`config.mk`:
```
export PLATFORM = sky130hd
export DESIGN_NAME = ocram_rr_arbiter
export DESIGN_NICKNAME = d
export VERILOG_FILES = /design/src/rtl/ocram_arb_pkg.sv /design/src/rtl/rr_arb2.sv /design/src/rtl/ocram_rr_arbiter.sv
export SDC_FILE = /design/constraint.sdc
export NUM_CORES = 1
export LEC_CHECK = 0
export BUFFER_PORTS_ARGS = -buffer_cell sky130_fd_sc_hd__buf_2
export CORE_ASPECT_RATIO = 0.7
export CORE_MARGIN = 1.5
export CORE_UTILIZATION = 25
export CTS_CLUSTER_DIAMETER = 200
export DETAILED_ROUTE_END_ITERATION = 16
export PLACE_DENSITY_LB_ADDON = 0.2
export SLEW_MARGIN = 15
export SYNTH_ARGS = -nofsm -noshare
export SYNTH_HDL_FRONTEND = slang
export SYNTH_SLANG_ARGS = --single-unit
```
`constraint.sdc`:
```
create_clock -name clk -period 4.1 [get_ports clk]
set_clock_uncertainty 0.2 [all_clocks]
set_input_delay 1.23 -clock clk [delete_from_list [all_inputs] [get_ports clk]]
set_output_delay 1.23 -clock clk [all_outputs]
set_load 0.005 [all_outputs]
```
`src/rtl/ocram_arb_pkg.sv`:
```
// Shared widths and types for the two-master OCRAM round-robin arbiter.
package ocram_arb_pkg;

  localparam int unsigned OCRAM_ADDR_W = 13;
  localparam int unsigned OCRAM_DATA_W = 16;
  localparam int unsigned OCRAM_BE_W   = 2;

  // Index of a requester; 0 = m0, 1 = m1.
  typedef logic grant_idx_t;

  // One stage of the read-return pipeline.
  typedef struct packed {
    logic       valid;
    grant_idx_t id;
  } rd_tag_t;

endpackage

```
`src/rtl/rr_arb2.sv`:
```
// Two-way round-robin grant with a one-bit last-grant priority register.
module rr_arb2
  import ocram_arb_pkg::*;
(
  input  logic       clk,
  input  logic       reset,
  input  logic       en_i,
  input  logic [1:0] req_i,
  output logic [1:0] grant_o
);

  grant_idx_t last_grant_q, last_grant_d;

  always_comb begin
    grant_o = 2'b00;
    if (en_i) begin
      unique case (req_i)
        2'b01:   grant_o = 2'b01;
        2'b10:   grant_o = 2'b10;
        // Under contention the requester that did not win last time goes first.
        2'b11:   grant_o = last_grant_q ? 2'b01 : 2'b10;
        default: grant_o = 2'b00;
      endcase
    end

    last_grant_d = last_grant_q;
    if (grant_o[1]) begin
      last_grant_d = 1'b1;
    end else if (grant_o[0]) begin
      last_grant_d = 1'b0;
    end
  end

  // Reset to 1 so requester 0 wins the first contention.
  always_ff @(posedge clk) begin
    if (reset) begin
      last_grant_q <= 1'b1;
    end else begin
      last_grant_q <= last_grant_d;
    end
  end

endmodule

```
`src/rtl/ocram_rr_arbiter.sv`:
```
// Round-robin arbiter sharing the single-port data OCRAM between two Avalon-MM masters,
// with a readdatavalid pipeline matched to the RAM read latency.
module ocram_rr_arbiter
  import ocram_arb_pkg::*;
#(
  parameter int unsigned ADDR_W       = OCRAM_ADDR_W,
  parameter int unsigned DATA_W       = OCRAM_DATA_W,
  parameter int unsigned BE_W         = OCRAM_BE_W,
  parameter int unsigned READ_LATENCY = 1
) (
  input  logic              clk,
  input  logic              reset,
  input  logic              reset_req,

  input  logic [ADDR_W-1:0] m0_address,
  input  logic [BE_W-1:0]   m0_byteenable,
  input  logic              m0_read,
  input  logic              m0_write,
  input  logic [DATA_W-1:0] m0_writedata,
  output logic              m0_waitrequest,
  output logic [DATA_W-1:0] m0_readdata,
  output logic              m0_readdatavalid,

  input  logic [ADDR_W-1:0] m1_address,
  input  logic [BE_W-1:0]   m1_byteenable,
  input  logic              m1_read,
  input  logic              m1_write,
  input  logic [DATA_W-1:0] m1_writedata,
  output logic              m1_waitrequest,
  output logic [DATA_W-1:0] m1_readdata,
  output logic              m1_readdatavalid,

  output logic [ADDR_W-1:0] ram_address,
  output logic [BE_W-1:0]   ram_byteenable,
  output logic              ram_chipselect,
  output logic              ram_write,
  output logic [DATA_W-1:0] ram_writedata,
  output logic              ram_clken,
  input  logic [DATA_W-1:0] ram_readdata
);

  logic [1:0] req;
  logic [1:0] grant;
  logic       rd_grant;
  grant_idx_t gnt_idx;
  rd_tag_t    rd_out;

  rd_tag_t [READ_LATENCY-1:0] rd_pipe_d, rd_pipe_q;

  assign req = {m1_read | m1_write, m0_read | m0_write};

  rr_arb2 u_rr_arb2 (
    .clk     (clk),
    .reset   (reset),
    .en_i    (~reset & ~reset_req),
    .req_i   (req),
    .grant_o (grant)
  );

  assign m0_waitrequest = req[0] & ~grant[0];
  assign m1_waitrequest = req[1] & ~grant[1];

  assign ram_chipselect = |grant;
  assign ram_clken      = 1'b1;
  assign gnt_idx        = grant[1];

  // A read issued together with a write is dropped; the write wins.
  always_comb begin
    ram_address    = '0;
    ram_byteenable = '0;
    ram_write      = 1'b0;
    ram_writedata  = '0;
    rd_grant       = 1'b0;
    unique case (grant)
      2'b01: begin
        ram_address    = m0_address;
        ram_byteenable = m0_byteenable;
        ram_write      = m0_write;
        ram_writedata  = m0_writedata;
        rd_grant       = m0_read & ~m0_write;
      end
      2'b10: begin
        ram_address    = m1_address;
        ram_byteenable = m1_byteenable;
        ram_write      = m1_write;
        ram_writedata  = m1_writedata;
        rd_grant       = m1_read & ~m1_write;
      end
      default: ;
    endcase
  end

  always_comb begin
    rd_pipe_d       = rd_pipe_q;
    rd_pipe_d[0]    = '{valid: rd_grant, id: gnt_idx};
    for (int unsigned s = 1; s < READ_LATENCY; s++) begin
      rd_pipe_d[s] = rd_pipe_q[s-1];
    end
  end

  always_ff @(posedge clk) begin
    if (reset) begin
      rd_pipe_q <= '0;
    end else begin
      rd_pipe_q <= rd_pipe_d;
    end
  end

  assign rd_out           = rd_pipe_q[READ_LATENCY-1];
  assign m0_readdatavalid = rd_out.valid & (rd_out.id == 1'b0);
  assign m1_readdatavalid = rd_out.valid & (rd_out.id == 1'b1);
  assign m0_readdata      = ram_readdata;
  assign m1_readdata      = ram_readdata;

  always_ff @(posedge clk) begin
    if (!reset) begin
      assert (!(m0_read && m0_write))
        else $warning("m0 read and write together; read dropped");
      assert (!(m1_read && m1_write))
        else $warning("m1 read and write together; read dropped");
    end
  end

endmodule

```
==> impl_metrics.yaml <==
finish:
  nFillCells: 393
  insertedDiodeCount: 0
  nets: 302
  layout-drive-gt1-share: 0.573
  mostFrequentLayoutCells: "buf_2, nor2b_1, a22oi_1, buf_4"
  areaGrowthSynthToFinish_pct: 45.0
  layout_commonest_cell: "buf_2"
timing:
  fin_crit_ns: 4.00
  period_share: 0.976
  whs_ns: 0.356
  tns_ns: 0
  worst_slack_ns: 0.0965
  final-max-slew-violation-count: 0
  setup_viol: 0
  rsz0062_at_grt: "no"
  finalHoldViolCount: 0
  fmax_mhz: 250
placed_design:
  place_ws_ns: 0.0362
  place_congestion: 0.807
  dp_hpwl_mm: 2.60
  io_buffers: 105
global_routing:
  grt_busiest_layer: "met2"
  overflow: 0
  grt_first_pass_wirelength_mm: 5.02
  grt_util_met2: 0.234
  globalRouteTotalUtil: 0.140
  grt_util_met3: 0.0298
  grt_use_met1: 0.171
  grt_max_degree: 23
  antenna_found_initial: 0
  grt_pass1_vias: 1128
clock_tree:
  tritoncts: "built"
  clk_pin_slew_ns: 0.03
  clk_path_buf_depth: 2
  cts_max_level: 1
  clk_latency_ns: 0.22
  ctsHoldBuffers: 0
  clock-sinks: 3
  cts_buffers: 3
  cts_root_buf: "clkbuf_8"
flow_run:
  maxCapViolations: 0
yosys:
  synth-seq-cells: 3
  seq_area_frac_synth: 0.0611
  synth_area_um2: 982
  synth_fp_nets: 225
  synth_cell_types: 22
  syn_avg_cell_area_um2: 7.17
  syn_inst: 137
  synth_warnings: 0
detailed_routing:
  vias_per_cell: 4.64
  drc: 0
  wire_per_inst_um: 12.1
  vias: 1221
  ant_nets: 0
  routed_wl_mm: 3.19
  drt_first_iter_violations: 43
  first_pass_iters: 4
pwr:
  power_density_nw_per_um2: 160
  power.total_mw: 0.228
  ir_worst_vdd_mv: 0.0447
  p_leak_nw: 0.729
critical_path:
  crit_path_frequent_cell: "buf_2"
  worstSetupStartpointType: "input port"
  path_max_fanout: 11
  crit_slowest_cell: "or2_4"
  slowest_delay_ns: 0.25
  critPathKind: "in -> out"
  path_cells: "buf_2 -> or2_4 -> and3_2 -> ha_1 -> buf_4 -> a22oi_1 -> nor2b_1 -> buf_2"
  crit_required_ns: 2.67
  crit_buf_inv: 3
  end_kind: "primary output"
  arrival_ns: 2.57
  critical-path-top-delay-family: "simple AND/OR/NAND/NOR gates"
die:
  die_h_um: 55.4
  rows: 18
  core_um2: 3650
  ios: 155
  start_util: 0.269
  fp.dieW_um: 77.9
  die-area_um2: 4320
worst_hold_path:
  hp-class: "reg -> reg"
outcome:
  status: "finished, final reports clean"
[registers in the layout, indices dropped and copies added, names as in the netlist]
| name | count |
|---|---|
| u_rr_arb2.last_grant_q | 1 |
| rd_out | 2 |
[power breakdown]
group	internal [mW]	total, mW	leakage (nW)	switching (mW)
logic	0.0627	0.108	0.682	0.0456
clock network	0.0665	0.0877	0.0228	0.0213
registers	0.0307	0.0318	0.0246	0.00107
[cell families (layout without fill, tap and decap cells)]
kind of cell | count (synthesis) | after routing | share of synthesized area
buffers and inverters | 45 | 121 | 0.308
DFF | 3 | 3 | 0.0611
AOI/OAI and AO/OA | 39 | 39 | 0.293
and+or+nand+nor | 46 | 46 | 0.296
other | 1 | 1 | 0.00382
adders and majority gates | 3 | 3 | 0.0382
[path summary, 6_finish.rpt]
kind / from / depth (start not counted) / to / slack, ns
hold / removal: u_rr_arb2.last_grant_q / 1 / u_rr_arb2.last_grant_q / 0.36
hold reg to reg: u_rr_arb2.last_grant_q / 1 / u_rr_arb2.last_grant_q / 0.36
setup reg to reg: u_rr_arb2.last_grant_q / 6 / rd_out[1] / 2.46
setup / recovery: m1_write / 8 / ram_writedata[6] / 0.1
[metal layers]
layer | vias up | share of wire
li1 | 597 | -
met1 | 531 | 0.43
met2 | 78 | 0.45
met3 | 15 | 0.094
met4 | 0 | 0.022
met5 | - | 0
[worst register-to-register path: cells and delay by family, from the launching register on]
kind                     cells  cell delay [ns]
adder cells (fa/ha/maj)      1             0.21
flip-flops                   1             0.37
AND/OR/NAND/NOR              2             0.28
AO/OA/AOI/OAI                2             0.30
buffers and inverters        1             0.21
[final cells by class]
type | count | area (um2) | share of cell area
timing repair buffer | 116 | 633 | 0.445
tap | 50 | 62.6 | 0.0439
multi-input combinational | 89 | 619 | 0.435
sequential | 3 | 60.1 | 0.0422
inverter | 1 | 3.75 | 0.00264
clock buffer | 4 | 45.0 | 0.0316
[Yosys cell counts (all sizes together)]
library cell	n	share of area
a21boi	1	0.0076
a21oi	2	0.010
a221o	1	0.010
a22oi	32	0.24
and2	1	0.0064
and3	2	0.015
and3b	1	0.0089
buf	41	0.29
clkbuf	3	0.011
conb	1	0.0038
dfxtp	3	0.061
ha	3	0.038
inv	1	0.0038
nand2b	1	0.0064
nand3	1	0.0051
nand3b	3	0.023
nor2	3	0.011
nor2b	33	0.21
o21ai	1	0.0051
o21bai	2	0.015
or2	1	0.0089
[timing repair]
action	4_1_cts	5_1_grt
gates resized for setup	0	1
setup buffers	0	0
endpoints found under the setup margin	0	32
[metrics by stage]
step            util  cells  instance area, um2
2_1_floorplan      -    137                 982
3_3_place_gp   0.378    259                1380
3_5_place_dp   0.378    259                1380
4_1_cts        0.390    263                1420
5_1_grt        0.390    263                1420
6_report       0.390    263                1420
(Power assumes the default switching activity.)
